[src/rtl/s_16bit_pkg.sv]
// s_16bit_unfold shared types and widths.
// Holds the byte/word widths and the unfold FSM state type.
package s_16bit_pkg;

  localparam int HALF_W = 8;
  localparam int FULL_W = 16;

  typedef enum logic [1:0] {
    IDLE   = 2'd0,
    EMIT_A = 2'd1,
    EMIT_B = 2'd2
  } state_t;

endpackage

[src/rtl/s_16bit_unfold_lane.sv]
// s_16bit_unfold_lane: folded byte + low byte -> 16-bit word.
// Upper byte is recovered as folded ^ low.
module s_16bit_unfold_lane
  import s_16bit_pkg::*;
(
  input  logic [HALF_W-1:0] fold,
  input  logic [HALF_W-1:0] lo,
  output logic [FULL_W-1:0] word
);

  // rebuild the word from its xor-folded form
  always_comb begin
    word = {fold ^ lo, lo};
  end

endmodule

[src/rtl/s_16bit_unfold.sv]
// s_16bit_unfold: emits words a then b from one folded record.
// Optional macro S_16BIT_UNFOLD_PARITY_CHECK_EN adds in_par/out_err.
module s_16bit_unfold
  import s_16bit_pkg::*;
(
  input  logic              clk,
  input  logic              rst_n,
  input  logic              in_valid,
  output logic              in_ready,
  input  logic [HALF_W-1:0] in_aa,
  input  logic [HALF_W-1:0] in_bb,
  input  logic [HALF_W-1:0] in_alo,
  input  logic [HALF_W-1:0] in_blo,
  output logic              out_valid,
  input  logic              out_ready,
  output logic              out_sel,
  output logic [FULL_W-1:0] out_data,
  output logic [7:0]        out_cnt
`ifdef S_16BIT_UNFOLD_PARITY_CHECK_EN
  ,
  input  logic [1:0]        in_par,
  output logic              out_err
`endif
);

  state_t            state;
  logic [HALF_W-1:0] cap_aa;
  logic [HALF_W-1:0] cap_bb;
  logic [HALF_W-1:0] cap_alo;
  logic [HALF_W-1:0] cap_blo;
  logic [HALF_W-1:0] lane_fold;
  logic [HALF_W-1:0] lane_lo;
  logic              in_xfer;
  logic              out_xfer;
`ifdef S_16BIT_UNFOLD_PARITY_CHECK_EN
  logic [1:0]        cap_par;
`endif

  // accept in IDLE, or in EMIT_B when word b leaves this cycle
  always_comb begin
    in_ready = (state == IDLE) ||
               ((state == EMIT_B) && out_ready);
    in_xfer  = in_valid && in_ready;
    out_xfer = out_valid && out_ready;
  end

  // one shared lane, steered by the registered select
  always_comb begin
    lane_fold = out_sel ? cap_bb  : cap_aa;
    lane_lo   = out_sel ? cap_blo : cap_alo;
  end

  s_16bit_unfold_lane u_lane (
    .fold (lane_fold),
    .lo   (lane_lo),
    .word (out_data)
  );

`ifdef S_16BIT_UNFOLD_PARITY_CHECK_EN
  // flag a word whose parity disagrees with the captured bit
  always_comb begin
    out_err = (^out_data) ^ (out_sel ? cap_par[1] : cap_par[0]);
  end
`endif

  // capture registers move only on an accepted record
  always_ff @(posedge clk or negedge rst_n) begin
    if (!rst_n) begin
      cap_aa  <= '0;
      cap_bb  <= '0;
      cap_alo <= '0;
      cap_blo <= '0;
`ifdef S_16BIT_UNFOLD_PARITY_CHECK_EN
      cap_par <= '0;
`endif
    end else if (in_xfer) begin
      cap_aa  <= in_aa;
      cap_bb  <= in_bb;
      cap_alo <= in_alo;
      cap_blo <= in_blo;
`ifdef S_16BIT_UNFOLD_PARITY_CHECK_EN
      cap_par <= in_par;
`endif
    end
  end

  // sequencing FSM with registered valid/select/count
  always_ff @(posedge clk or negedge rst_n) begin
    if (!rst_n) begin
      state     <= IDLE;
      out_valid <= 1'b0;
      out_sel   <= 1'b0;
      out_cnt   <= '0;
    end else begin
      if (out_xfer) out_cnt <= out_cnt + 8'd1;
      case (state)
        IDLE: begin
          if (in_xfer) begin
            state     <= EMIT_A;
            out_valid <= 1'b1;
            out_sel   <= 1'b0;
          end
        end
        EMIT_A: begin
          if (out_xfer) begin
            state   <= EMIT_B;
            out_sel <= 1'b1;
          end
        end
        EMIT_B: begin
          if (out_xfer) begin
            out_sel <= 1'b0;
            if (in_xfer) begin
              state     <= EMIT_A;
              out_valid <= 1'b1;
            end else begin
              state     <= IDLE;
              out_valid <= 1'b0;
            end
          end
        end
        default: begin
          state     <= IDLE;
          out_valid <= 1'b0;
          out_sel   <= 1'b0;
        end
      endcase
    end
  end

endmodule

[config.mk]
export PLATFORM = sky130hd
export DESIGN_NAME = s_16bit_unfold
export DESIGN_NICKNAME = d
export VERILOG_FILES = /design/src/rtl/s_16bit_pkg.sv /design/src/rtl/s_16bit_unfold_lane.sv /design/src/rtl/s_16bit_unfold.sv
export SDC_FILE = /design/constraint.sdc
export NUM_CORES = 1
export LEC_CHECK = 0
export BUFFER_PORTS_ARGS = -buffer_cell sky130_fd_sc_hd__buf_2
export CAP_MARGIN = 20
export CORE_UTILIZATION = 50
export DETAILED_ROUTE_END_ITERATION = 10
export GPL_ROUTABILITY_DRIVEN = 1
export PLACE_DENSITY = 0.79
export SLEW_MARGIN = 5
export SYNTH_ARGS = -nofsm -noshare
export SYNTH_HDL_FRONTEND = slang
export SYNTH_SLANG_ARGS = --single-unit
[constraint.sdc]
create_clock -name clk -period 4.1 [get_ports clk]
set_input_delay 0.41 -clock clk [delete_from_list [all_inputs] [get_ports clk]]
set_output_delay 0.41 -clock clk [all_outputs]
set_load 0.02 [all_outputs]
# ---- Word-level counts from Yosys, hierarchy flattened
# Index checks and enable logic that the tools add are counted.
dict set report word_totals {
  output_inout_bits 27
  wordCells 38
  reg_bits 44
}
dict set report op_classes {
  n_bitwise 2
  n_eq_ne 5
  muxes 15
  n_reduce_logical 7
  n_addsub 1
}
# op n
set op_table {}
lappend op_table {{$mux W8} 2}
lappend op_table {{$add A8 B1 Y8 const B} 1}
lappend op_table {{$xor A8 B8 Y8} 1}
lappend op_table {{$mux W1} 7}
lappend op_table {{$mux W2} 3}
lappend op_table {{$ne A2 B2 Y1 const B} 3}
lappend op_table {{$pmux W1 S3} 2}
lappend op_table {{$pmux W2 S3} 1}
lappend op_table {{$reduce_and A3 Y1} 2}
lappend op_table {{$logic_and A1 B1 Y1} 3}
lappend op_table {{$eq A2 B1 Y1 const B} 1}
lappend op_table {{$eq A2 B2 Y1 const B} 1}
lappend op_table {{$logic_not A2 Y1} 1}
lappend op_table {{$logic_or A1 B1 Y1} 1}
lappend op_table {{$not A1 Y1} 1}

# ---- Depth between registers and ports, before layout
# Gate-level depths: netlist (run 1).
dict set report depth {
  ltp_word 7
  depth_mapped 4
  ltp_nobuf 3
}

# ---- Hierarchy
# From an unflattened synthesis (run 1), not the netlist that was laid out.
dict set report unflattened {
  cells_unflattened 147
  hier_area_um2 2010.7
}
# mod n_inst area_per_inst_um2 cells_each
set by_module_without_submodules {}
lappend by_module_without_submodules {s_16bit_unfold 1 1880.6 131}
lappend by_module_without_submodules {s_16bit_unfold_lane 1 130.1 16}

# ---- Worst setup path after synthesis (run 1)
# Ideal clock, no wire load.
dict set report synth_timing {
  path_kind {reg-to-output}
  start {register out_sel}
  end {output out_data[10]}
  arrival_time_ns 1.652
  required_time_ns 3.690
  path_buffers 1
  stages_incl_launch_ff 4
  slack_ns 2.038
  path_cell_list {dfrtp_1 -> buf_2 -> mux2_2 -> xnor2_1}
}
dict set report synth_via {
  elab_chain_cells 2
  word_cells_on_any_way 3
}
# item line
set synth_rtl {}
lappend synth_rtl {{start: declaration} s_16bit_unfold.sv:16} ;# output logic out_sel,
lappend synth_rtl {{start signal: assignment} s_16bit_unfold.sv:92} ;# out_sel <= 1'b0;
lappend synth_rtl {{start signal: assignment} s_16bit_unfold.sv:101} ;# out_sel <= 1'b0;
lappend synth_rtl {{start signal: assignment} s_16bit_unfold.sv:107} ;# out_sel <= 1'b1;
lappend synth_rtl {{$mux W8} s_16bit_unfold.sv:50} ;# lane_lo = out_sel ? cap_blo : cap_alo;
lappend synth_rtl {{named net out_data[2]} s_16bit_unfold.sv:17} ;# output logic [FULL_W-1:0] out_data,
lappend synth_rtl {{$xor A8 B8 Y8} s_16bit_unfold_lane.sv:13} ;# word = {fold ^ lo, lo};
lappend synth_rtl {{end: declaration} s_16bit_unfold.sv:17}
# The timed path passes the listed nets, and every way through them passes these cells.

==> impl_summary.md, run 1 <==
STA
The post-layout minimum cycle time is 2.509 ns. The part of the cycle the worst path needs is 61.20%. The clock skew after layout is 0.004198 ns.

Setup repair after global routing left no endpoint under its margin. The top achievable clock speed is 398.5 MHz. Adding up every negative setup slack in the final design gives 0 ns. The count of pins over their slew limit is 0. The number of hold violations in the final report was 0.

After layout, the worst setup slack is 1.591 ns. Headroom to the max-slew limit came out at 33.25%. The transition time at the pin with the least slew margin is 1.001 ns. The total of endpoints with negative setup slack in the final report is 0.

Layout
The layout overhead on the synthesized area is 21.15%. The fill cell instance count of the final layout is 323. Registers take 0.001076 sq mm. The number of antenna cells inserted is 0. The share of cells above drive strength 1 is 53.17%.

The total number of nets in the final design is 241. The total area of multi-input combinational cells is 818.3 sq um.

Floorplan
The die covers 0.004158 sq mm. The floorplan row count is 22. In this run the horizontal extent of the chip is 64.48 microns. The floorplan core area is 0.003716 sq mm. Once the floorplan was initialized, standard cells occupied 52.53% of the core. The vertical die dimension is 64.48 microns.

Pin placement for this block handled 63 I/O pins.

Critical path
The kind of cell with the highest combined delay on the critical path is compound AO/OA/AOI/OAI gates. The endpoint class of the critical path is a flop. The delay of the slowest cell on the worst path is 0.89 ns. The worst setup path is launched from a flop.

The critical path start-end classification is flop to flop. The signal on the critical path passes through a211oi_4, buf_4, mux2_2. In this run the worst path has a maximum fanout of 23.

The data arrival at the endpoint of the critical path is 2.68 ns. The worst endpoint required time is 4.27 ns. The master of the slowest instance on the critical path is sky130_fd_sc_hd__a211oi_4. The sum of buffers and inverters on the critical path is 1.

Routing
After the first detailed-routing iteration, the DRC count stood at 81. For this run, design rule violations remaining after detail routing come to 0. The first TritonRoute pass finished after 4 iterations. In this run the top signal layer used is met4. Detailed routing placed a total of 1781 microns of wire on met2. Dividing the detail-routed wire length by the instance count gives 14.04 microns. After detailed routing, the wire length on met1 is 1513 microns. After detailed routing, the total wire length is 3551 microns. The average via count per standard cell is 5.166. The routed wire length on met3 is 191 microns. Detailed routing inserted a total of 1307 vias. The remaining number of nets flagged by the antenna check after routing is 0.

Pwr
Net switching is 40.54% of the power. The internal power of the cells totals 0.001232 W. IR analysis of the VDD net gives a maximum drop of 0.0005569 V. For this design the ratio of total power to cell area is 876.4 mW/mm^2.

In this run the power spent charging and discharging nets is 0.0008402 W. The share of total power in combinational logic is 49.9%. Sequential cells burn 38.0% of the power. The static leakage is 1.101 nW. The clock group share of total power is 12.1%.

Logic synthesis
The number of instances in the synthesized netlist is 139. After synthesis, the cell types taking the most area are sky130_fd_sc_hd__dfrtp_1 (55%), sky130_fd_sc_hd__mux2_2 (22%), sky130_fd_sc_hd__xnor2_1 (5.4%). In the synthesized netlist, the cells that appear most often are sky130_fd_sc_hd__dfrtp_1 (43), sky130_fd_sc_hd__mux2_2 (39), sky130_fd_sc_hd__xnor2_1 (12), sky130_fd_sc_hd__mux2i_1 (8), sky130_fd_sc_hd__nand2_1 (4).

The netlist uses 22 different library cells. Counting every net in the synthesized netlist gives 176. The number of flops mapped to enable cells by yosys is 0.

Of all flip-flops after synthesis, the portion carrying an async set or reset was 100.0%. In this run the mean area of a mapped cell was 14.04 sq um. The library cell with the highest instance count after synthesis is sky130_fd_sc_hd__dfrtp_1.

The Yosys step of the flow raised 0 warnings. In this run, synthesis produced a sequential element count of 43. After synthesis, flip-flops and latches occupy 55.13% of the total area. The most used flip-flop cell after synthesis is sky130_fd_sc_hd__dfrtp_1.

The synthesized cell area is 0.001952 sq mm. The cell taking the most area after synthesis is sky130_fd_sc_hd__dfrtp_1. Of the post-synthesis cell area, the dominant cell type holds 55.13%.

Placed design
Input and output buffers added on the ports amount to 62. The final weighted congestion in routability-driven placement is 0.7473. At the placement stage, the worst setup path has a slack of 1.577 ns.

The wire-length estimate of the detail-placed layout is 2650 microns.

Status
The flow ran to the end, and the final reports show no timing, DRC or antenna violations.

Clock network
Post-CTS repair changed the size of 0 cells. The later-pin clock latency in the skew report is 0.29 ns. After clock tree synthesis, the setup repair step added 0 buffers.

For this design, the CTS-stage hold fixing added 0 buffers. The depth of the CTS H-tree is 2. The buffer depth of the longest clock path is 2.

The clock-pin slew of the registers on the worst-case setup and hold paths is 0.08 ns. The number of clock buffers inserted by TritonCTS is 5. TritonCTS built the clock tree.

The clock root buffer is sky130_fd_sc_hd__clkbuf_8. The clock net in this run drives a total of 43 sinks.

Hold path
The class of the tightest hold or removal check is primary input to asynchronous set/reset pin.

Global route
The overflow left after global routing is 0. The aggregate global-route resource usage is 19.50%. The global-route wire length before repair is 6147 microns. The largest net degree at the start of global routing is 44. The via count of the first global-routing pass is 1419.

The initial antenna violation count is 0.

Flow run
Max-cap violations in this run came to 0.
stage by stage:
step / hold WS (ns) / instance area [sq um] / power (W) / utilization, % / cells
2_1_floorplan: 0.1144 / 1952 / 0.001538 / - / 139
3_3_place_gp: 0.4524 / 2283 / 0.001793 / 61.45 / 245
3_5_place_dp: 0.4714 / 2283 / 0.001840 / 61.45 / 245
4_1_cts: 0.2897 / 2365 / 0.002098 / 63.64 / 253
5_1_grt: 0.3344 / 2365 / 0.002216 / 63.64 / 253
6_report: 0.2479 / 2365 / 0.002073 / 63.64 / 253
cell type report:
class                           instances  share of cell area, %
Clock buffer                            7                  3.228
Sequential cell                        43                  45.50
Timing Repair Buffer                   63                  13.44
Multi-Input combinational cell         88                  34.60
Inverter                                3                 0.4762
Clock inverter                          1                 0.2116
Tap cell                               48                  2.540
worst register-to-register path, delay by kind of cell, from the launching register on:
family | cells | cell delay, ns
buffers and inverters | 1 | 0.37
AO/OA/AOI/OAI | 1 | 0.89
multiplexers | 1 | 0.37
flip-flops | 1 | 0.76
placed cells by master, fill, tap and decap left out:
master                     instances
sky130_fd_sc_hd__buf_2            62
sky130_fd_sc_hd__dfrtp_1          43
sky130_fd_sc_hd__mux2_2           39
sky130_fd_sc_hd__xnor2_1          12
sky130_fd_sc_hd__mux2i_1           8
sky130_fd_sc_hd__clkbuf_8          5
sky130_fd_sc_hd__nand2_1           4
sky130_fd_sc_hd__inv_1             3
sky130_fd_sc_hd__a21oi_1           3
sky130_fd_sc_hd__nand4_1           3
sky130_fd_sc_hd__nand3_1           3
sky130_fd_sc_hd__xor2_1            3
sky130_fd_sc_hd__o21ai_0           3
sky130_fd_sc_hd__mux2_1            2
sky130_fd_sc_hd__nor3_1            2
sky130_fd_sc_hd__clkbuf_1          2
sky130_fd_sc_hd__a211oi_4          1
sky130_fd_sc_hd__and2_1            1
sky130_fd_sc_hd__and3_1            1
sky130_fd_sc_hd__nor2_1            1
sky130_fd_sc_hd__o211ai_1          1
sky130_fd_sc_hd__ha_1              1
sky130_fd_sc_hd__clkinv_2          1
sky130_fd_sc_hd__buf_4             1
worst paths after layout:
check	startpoint	endpoint	slack, ns	cells after the start
max reg2reg	out_sel$_DFFE_PN0P_	cap_aa[4]$_DFFE_PN0P_	1.59	3
min in group clk	in_aa[1]	cap_aa[1]$_DFFE_PN0P_	0.34	2
max in group asynchronous	rst_n	cap_aa[2]$_DFFE_PN0P_	3.28	1
min reg2reg	out_cnt[7]$_DFFE_PN0P_	out_cnt[7]$_DFFE_PN0P_	0.47	1
min	rst_n	cap_alo[5]$_DFFE_PN0P_	0.25	1
max	out_sel$_DFFE_PN0P_	cap_aa[4]$_DFFE_PN0P_	1.59	3
routing by layer:
| layer | GRT usage, % | vias to the layer above |
|---|---|---|
| met5 | 0 | - |
| met2 | 33.68 | 48 |
| met4 | 8.056 | 0 |
| met1 | 22.88 | 633 |
| met3 | 5.106 | 9 |
| li1 | - | 617 |
cells by family after synthesis:
family	count (synthesis)	synth area share, %
buffers and inverters	8	2.948
DFF	43	55.13
muxes	49	27.76
and+or+nand+nor	15	3.846
xor gates and xnor gates	15	6.731
AOI/OAI and AO/OA	8	2.948
adders and majority gates	1	0.6409
power by group through the flow:
stage	logic (W)	clock network [W]	registers, W
after detailed placement	0.00104	0	0.000799
after global routing	0.00112	0.000275	0.000822
after floorplan	0.000761	0	0.000777
after global placement	0.00101	0	0.000779
after CTS	0.00105	0.000260	0.000791
final	0.00103	0.000251	0.000788
state kept, by name, summed over array words and instances, names as in the netlist:
name	count
state	1
cap_aa	8
cap_blo	8
cap_alo	8
out_valid	1
cap_bb	8
out_cnt	8
out_sel	1
No activity file was read; power rests on OpenSTA's default activity.
==> run 2, diff against run 1 <==
--- a/config.mk
+++ b/config.mk
@@ -5,12 +5,13 @@
 export SDC_FILE = /design/constraint.sdc
 export NUM_CORES = 1
 export LEC_CHECK = 0
+export ABC_AREA = 1
 export BUFFER_PORTS_ARGS = -buffer_cell sky130_fd_sc_hd__buf_2
 export CAP_MARGIN = 20
 export CORE_UTILIZATION = 50
 export DETAILED_ROUTE_END_ITERATION = 10
 export GPL_ROUTABILITY_DRIVEN = 1
-export PLACE_DENSITY = 0.79
+export PLACE_DENSITY = 0.78
 export SLEW_MARGIN = 5
 export SYNTH_ARGS = -nofsm -noshare
 export SYNTH_HDL_FRONTEND = slang
==> constraint.sdc (replaced) <==
create_clock -name clk -period 2.5 [get_ports clk]
set_input_delay 0.25 -clock clk [delete_from_list [all_inputs] [get_ports clk]]
set_output_delay 0.25 -clock clk [all_outputs]
set_load 0.02 [all_outputs]
==> impl_summary.md, run 2 <==
Status
The flow ran to the end, and the final reports show no timing, DRC or antenna violations.

Floorplan
The total die area is 0.004488 sq mm. The die width is 66.99 microns. After floorplanning, the core was divided into 23 placement rows. The floorplan core area is 0.004029 sq mm. The initial utilization of the core area, before any placement, comes to 52.42%. 63 I/O pins were placed. From bottom edge to top edge, the die measures 66.99 microns.

Hold path
The tightest min-delay check is of the primary input to asynchronous set/reset pin type.

Pwr
Internal power comes to 0.002123 W. Of the total power, the share spent switching nets is 45.65%. Across the VDD grid, the largest voltage drop is 0.0008509 V.

The clock group share of total power is 16.5%. The part of the total power dissipated in sequential elements is 31.4%. Summed over all cells, the static leakage comes to 1.459 nW. The net switching power is 0.001782 W. Combinational cells account for 52.1% of the total power. In this run the power density over the cells is 1519 mW/mm^2.

Clock network
The clock sink count is 43. The number of clock buffers inserted by TritonCTS is 5. After clock tree synthesis, the clock-pin slew on the worst setup and hold paths is 0.08 ns. The count of cells resized by post-cts repair is 0. The clock root buffer is sky130_fd_sc_hd__clkbuf_8.

For the worst-skew pair, the clock arrives at the later sink with an insertion delay of 0.30 ns. The depth of the CTS H-tree is 2. In this run the deepest clock path goes through 2 buffers. The number of buffers added for setup after CTS is 0. The number of buffers added to fix hold violations after cts is 0.

The TritonCTS clock tree is built.

Logic synthesis
The fraction of registers with async set or reset after synthesis is 100.0%. The library cell with the highest instance count after synthesis is sky130_fd_sc_hd__nand2_1. The per-instance average area after synthesis is 7.708 sq um.

In this run, distinct cell masters in the synthesized netlist total 18. The synthesized design contains 43 register bits. Synthesis produced a netlist with a net count of 311.

The synthesized cell area is 0.002112 sq mm. The most used flip-flop cell after synthesis is sky130_fd_sc_hd__dfrtp_1. The synthesized design spends more area on one cell type than any other, namely sky130_fd_sc_hd__dfrtp_1.

After synthesis, the largest area contributor takes up 50.95% of total cell area. Sorting the synthesized cells by area gives the leading types as sky130_fd_sc_hd__dfrtp_1 (51%), sky130_fd_sc_hd__nand2_1 (23%), sky130_fd_sc_hd__nand3_1 (9.2%). Ranked by instance count, the synthesized netlist is headed by sky130_fd_sc_hd__nand2_1 (129), sky130_fd_sc_hd__dfrtp_1 (43), sky130_fd_sc_hd__nand3_1 (39), sky130_fd_sc_hd__inv_1 (17). The number of instances in the synthesized netlist is 274.

The share of the yosys chip area belonging to registers is 50.95%. Counting flops with a built-in enable in the synthesized netlist gives 0. The number of warnings reported in the yosys synthesis log is 0.

Critical path
The sort of element at the start of the critical path is a flop. Data on the critical path arrives at its endpoint at 1.67 ns. Of all nets on the critical path, the largest fanout is 23. The source of the worst register-to-register timing path is out_sel$_DFFE_PN0P_.

The critical path start-end classification is flop to primary output. The beginning of the critical path is out_sel$_DFFE_PN0P_. The worst endpoint required time is 2.25 ns.

The endpoint class of the critical path is a primary output.

Routing
The number of DRC markers after the initial detailed-route iteration is 81. Wires add up to 4684 microns. The number of detailed-route iterations in the first pass is 4. The total DRC errors in the routed layout is 0.

After detailed routing, the number of vias per cell comes to 4.971. Across all layers, the routed design uses 1909 vias. The average wire per standard cell is 12.20 microns. The count of nets left with antenna violations once routing finished came out at 0.

STA
The number of hold violations in the final report was 0. Setup repair after global routing left no endpoint under its margin. The clock skew after layout is 0.005678 ns. The top achievable clock speed is 519.6 MHz. Summed over all failing endpoints, the final setup total negative slack is 0 ns. Hold timing on the final database bottoms out at a slack of 0.08503 ns. The total of endpoints with negative setup slack in the final report is 0. The count of pins over their slew limit is 0. The post-layout minimum cycle time is 1.925 ns. The worst relative slew slack is 37.62%.

In the finished design, the share of the clock period the worst path needs comes to 76.99%. The transition time at the pin with the least slew margin is 0.9357 ns.

Placed design
The count of input and output buffers is 62. The placed instance count is 376. Routability-driven placement finished with a final weighted congestion of 0.7702. The placed wire-length estimate after detailed placement is 3191 microns.

Global route
The via count of the first global-routing pass is 1813. The initial antenna violation count is 0. The aggregate global-route resource usage is 24.02%.

The largest net degree at the start of global routing is 44. After global routing the overflow that remains totals 0. The global-route wire length before repair is 7845 microns.

Layout
The total area of multi-input combinational cells is 892.1 sq um. For this run, the post-layout net count is 370. Counting the fill cells in the layout gives 382.

Leaving out fill and tap cells, the most frequent cell in the layout is sky130_fd_sc_hd__nand2_1. Of the cells placed in the final design, the portion with a size suffix greater than 1 is 22.75%. Leaving out filler cells and counting taps, the final layout contains 384. Compared with the post-synthesis result, the final layout area differs by 21.74%.

In the layout the commonest cells are sky130_fd_sc_hd__nand2_1 (129), sky130_fd_sc_hd__buf_2 (62), sky130_fd_sc_hd__dfrtp_1 (43). The core utilization of the finished layout is 63.82%. The number of antenna cells inserted is 0. The area used by sequential logic in the layout is 0.001076 sq mm.

Flow run
The number of maximum-capacitance constraint violations is 0.
[run 2: changes by cell type after synthesis, sizes merged, moves of 6 or more]
cell and delta:
inv +15, mux2 -41, mux2i -8, nand2 +125, nand3 +37, o21ai +6
[run 2: metrics by stage]
| step | power [W] | worst slack (ns) | area (sq um) |
|---|---|---|---|
| after floorplan | 0.002683 | 0.7559 | 2112 |
| after global placement | 0.003228 | 0.9445 | 2439 |
| after detailed placement | 0.003276 | 0.9244 | 2439 |
| after CTS | 0.003928 | 0.5751 | 2571 |
| after global routing | 0.004237 | 0.4538 | 2571 |
| final | 0.003905 | 0.5753 | 2571 |
[run 2: kinds of logic after synthesis]
| logic type | after synthesis | share of synthesized area [%] |
|---|---|---|
| AND/OR/NAND/NOR | 177 | 34.54 |
| XOR/XNOR | 11 | 4.562 |
| flip-flops | 43 | 50.95 |
| buffers and inverters | 32 | 6.812 |
| AO/OA/AOI/OAI | 10 | 2.547 |
| adder cells (fa/ha/maj) | 1 | 0.5923 |
[run 2: final cells by class]
cell class	count	area share (%)
clock buffers	6	2.822
clock inverters	2	2.336
inverters	18	2.628
multi-input cells	199	34.70
flip-flops and latches	43	41.85
well taps	50	2.433
repair buffers	66	13.24
[run 2: power by group through the flow]
stage / Sequential (W) / Combinational (W) / Clock, W
CTS: 0.00123 / 0.00205 / 0.000650
global route: 0.00128 / 0.00228 / 0.000685
detailed placement: 0.00123 / 0.00204 / 0
finish: 0.00123 / 0.00203 / 0.000644
global placement: 0.00123 / 0.00200 / 0
floorplan: 0.00126 / 0.00143 / 0
[run 2: worst paths after layout]
| path | end | slack [ns] | cells after the start |
|---|---|---|---|
| max | out_data[14] | 0.58 | 4 |
| max reg2reg | out_valid$_DFFE_PN0P_ | 0.96 | 5 |
| min reg2reg | cap_aa[7]$_DFFE_PN0P_ | 0.48 | 2 |
| min | out_cnt[4]$_DFFE_PN0P_ | 0.09 | 1 |
| min in group clk | cap_alo[7]$_DFFE_PN0P_ | 0.16 | 3 |
| max in group asynchronous | cap_alo[0]$_DFFE_PN0P_ | 1.84 | 1 |
[run 2: per-layer routing]
metal | GRT usage, % | part of all wire [%]
met2 | 38.76 | 47
met5 | 0 | 0
met1 | 29.49 | 45
met4 | 13.30 | 2.3
met3 | 5.308 | 5.7
[run 2: critical path, stage by stage (launching register included)]
cell	delay (ns)
sky130_fd_sc_hd__dfrtp_1	0.51
sky130_fd_sc_hd__buf_4	0.31
sky130_fd_sc_hd__o21ai_0	0.17
sky130_fd_sc_hd__xnor2_1	0.19
sky130_fd_sc_hd__buf_2	0.19
==> run 3, diff against run 2 <==
==> constraint.sdc (replaced) <==
create_clock -name clk -period 2 [get_ports clk]
set_input_delay 0.2 -clock clk [delete_from_list [all_inputs] [get_ports clk]]
set_output_delay 0.2 -clock clk [all_outputs]
set_load 0.02 [all_outputs]
==> impl_summary.md, run 3 (synthesis gave the netlist of run 2 again) <==
Status
The run finished with clean final reports.

Placed design
Routability-driven placement finished with a final weighted congestion of 0.7932. The count of input and output buffers is 62. Once detailed placement completed, the half-perimeter wirelength came to 3391 microns.

Layout
The core utilization of the finished layout is 63.07%. From synthesis to final layout, the design area changed by 20.32%. Fill cells in the final layout number 375.

The share of cells above drive strength 1 is 23.28%. The top cell types in the final layout, fill and taps aside, are sky130_fd_sc_hd__nand2_1 (129), sky130_fd_sc_hd__buf_2 (62), sky130_fd_sc_hd__dfrtp_1 (43). The total number of nets in the final design is 372. The number of antenna diodes in the final layout is 0. The library cell used most frequently in the layout, excluding fill and tap cells, is sky130_fd_sc_hd__nand2_1.

Clock network
The clock sink count is 43. In this run, post-CTS repair resized a total of 0 instances. The TritonCTS clock tree is built. The later-pin clock latency in the skew report is 0.29 ns. The depth of the CTS H-tree is 2. In this run the post-CTS setup repair buffer count came out at 0. The buffer depth of the longest clock path is 2. The cell sitting at the root of the clock tree is a sky130_fd_sc_hd__clkbuf_8.

The number of buffers added to fix hold violations after cts is 0. The number of clock buffers inserted by TritonCTS is 5. Clock-pin slew was measured on the worst setup and hold paths at 0.08 ns.

STA
The tightest hold path in the finished design has a slack of 0.03713 ns. The number of hold violations in the final report was 0. Setup repair after global routing left no endpoint under its margin.

The part of the cycle the worst path needs is 90.94%. The accumulated negative setup slack is 0 ns. The top achievable clock speed is 549.8 MHz. The transition time at the pin with the least slew margin is 0.9306 ns. The count of pins over their slew limit came to 0. The worst pin sits at a relative slew slack of 37.96%. The post-layout minimum cycle time is 1.819 ns. The total of endpoints with negative setup slack in the final report is 0.

The clock arrives with 0.003536 ns of skew.

Global route
The via count of the first global-routing pass is 1788. After global routing the overflow that remains totals 0. The aggregate global-route resource usage is 24.52%.

The largest net degree at the start of global routing is 44. The initial antenna violation count is 0. The first global-routing pass estimated 8010 microns of wire.

Critical path
The worst endpoint required time is 1.80 ns. STA classifies the critical path endpoint as a primary output. The sort of element at the start of the critical path is a flop. The critical path goes through buf_4, o21ai_0, xnor2_1, buf_2. The master of the slowest instance on the critical path is sky130_fd_sc_hd__dfrtp_1. The worst register-to-register path begins at out_sel$_DFFE_PN0P_. The delay of the slowest cell on the worst path is 0.51 ns. The critical path in this run is classified as flop to primary output.

In this design, the largest share of critical-path delay is due to flip-flops. The critical path starts at out_sel$_DFFE_PN0P_. The peak fanout along the critical path is 11. The data arrival at the endpoint of the critical path is 1.62 ns. The sum of buffers and inverters on the critical path is 2.

Pwr
The static leakage is 1.451 nW. IR analysis of the VDD net gives a maximum drop of 0.001198 V. The cell area power density is 1830 mW/mm^2.

Floorplan
The die width is 66.99 microns. The initial core utilization is 52.42%. The floorplan core area is 0.004029 sq mm. In this run the vertical extent of the chip is 66.99 microns. During I/O placement, the number of pins put on the boundary was 63. The die covers 0.004488 sq mm. The floorplan row count is 23.

Routing
Summed over all layers, the routed wires come to 4828 microns. The average via count per standard cell is 4.938. The average wire per standard cell is 12.54 microns. The remaining number of nets flagged by the antenna check after routing is 0. The number of detailed-route iterations in the first pass is 4. The number of DRC markers after the initial detailed-route iteration is 78. After detailed routing, the number of remaining DRC violations is 0.

Across all layers, the routed design uses 1901 vias.

Flow run
The number of maximum-capacitance constraint violations is 0.

Hold path
The class of the tightest hold or removal check is primary input to asynchronous set/reset pin.
[run 3: cell count changes in the layout (fill, tap and decap cells not counted)]
cell	previous run	this run
sky130_fd_sc_hd__clkbuf_1	1	0
sky130_fd_sc_hd__clkinv_2	0	1
sky130_fd_sc_hd__clkbuf_8	5	6
sky130_fd_sc_hd__bufinv_16	2	0
sky130_fd_sc_hd__buf_4	4	6
[run 3: final timing paths]
kind                                          end  slack [ns]  cells after the start
min in group clk           cap_blo[5]$_DFFE_PN0P_        0.12                      3
hold / removal             out_cnt[3]$_DFFE_PN0P_        0.04                      1
setup / recovery                     out_data[14]        0.18                      4
hold reg to reg            cap_alo[3]$_DFFE_PN0P_        0.49                      2
setup reg to reg           cap_alo[4]$_DFFE_PN0P_        0.67                      5
max in group asynchronous  cap_blo[0]$_DFFE_PN0P_        1.38                      1
[run 3: per-stage QoR]
| step | cell area, sq um | power, W | cells | setup WS [ns] |
|---|---|---|---|---|
| after floorplan | 2112 | 0.003354 | 274 | 0.3059 |
| after global placement | 2454 | 0.004044 | 378 | 0.5198 |
| after detailed placement | 2454 | 0.004118 | 378 | 0.5191 |
| after CTS | 2541 | 0.004693 | 385 | 0.1767 |
| after global routing | 2541 | 0.005054 | 385 | 0.04552 |
| final | 2541 | 0.004650 | 385 | 0.1813 |
[run 3: metal layers]
layer  global-route usage, %  wire [microns]
met5                       0               0
met4                   8.777              67
met3                   6.164             262
met2                   42.68            2430
met1                   28.95            2067
[run 3: final cells by class]
class | instances | area [sq um] | share of cell area, %
inverters | 18 | 67.56 | 2.659
clock buffers | 6 | 82.58 | 3.250
repair buffers | 68 | 355.3 | 13.98
flip-flops and latches | 43 | 1076 | 42.34
well taps | 50 | 62.56 | 2.462
clock inverters | 1 | 5.005 | 0.1969
multi-input cells | 199 | 892.1 | 35.11
[run 3: power by group]
| group | switching [W] | leakage, nW | internal (W) |
|---|---|---|---|
| Clock | 0.000283 | 0.0470 | 0.000271 |
| Sequential | 0.000286 | 0.535 | 0.00126 |
| Combinational | 0.00163 | 0.868 | 0.000913 |
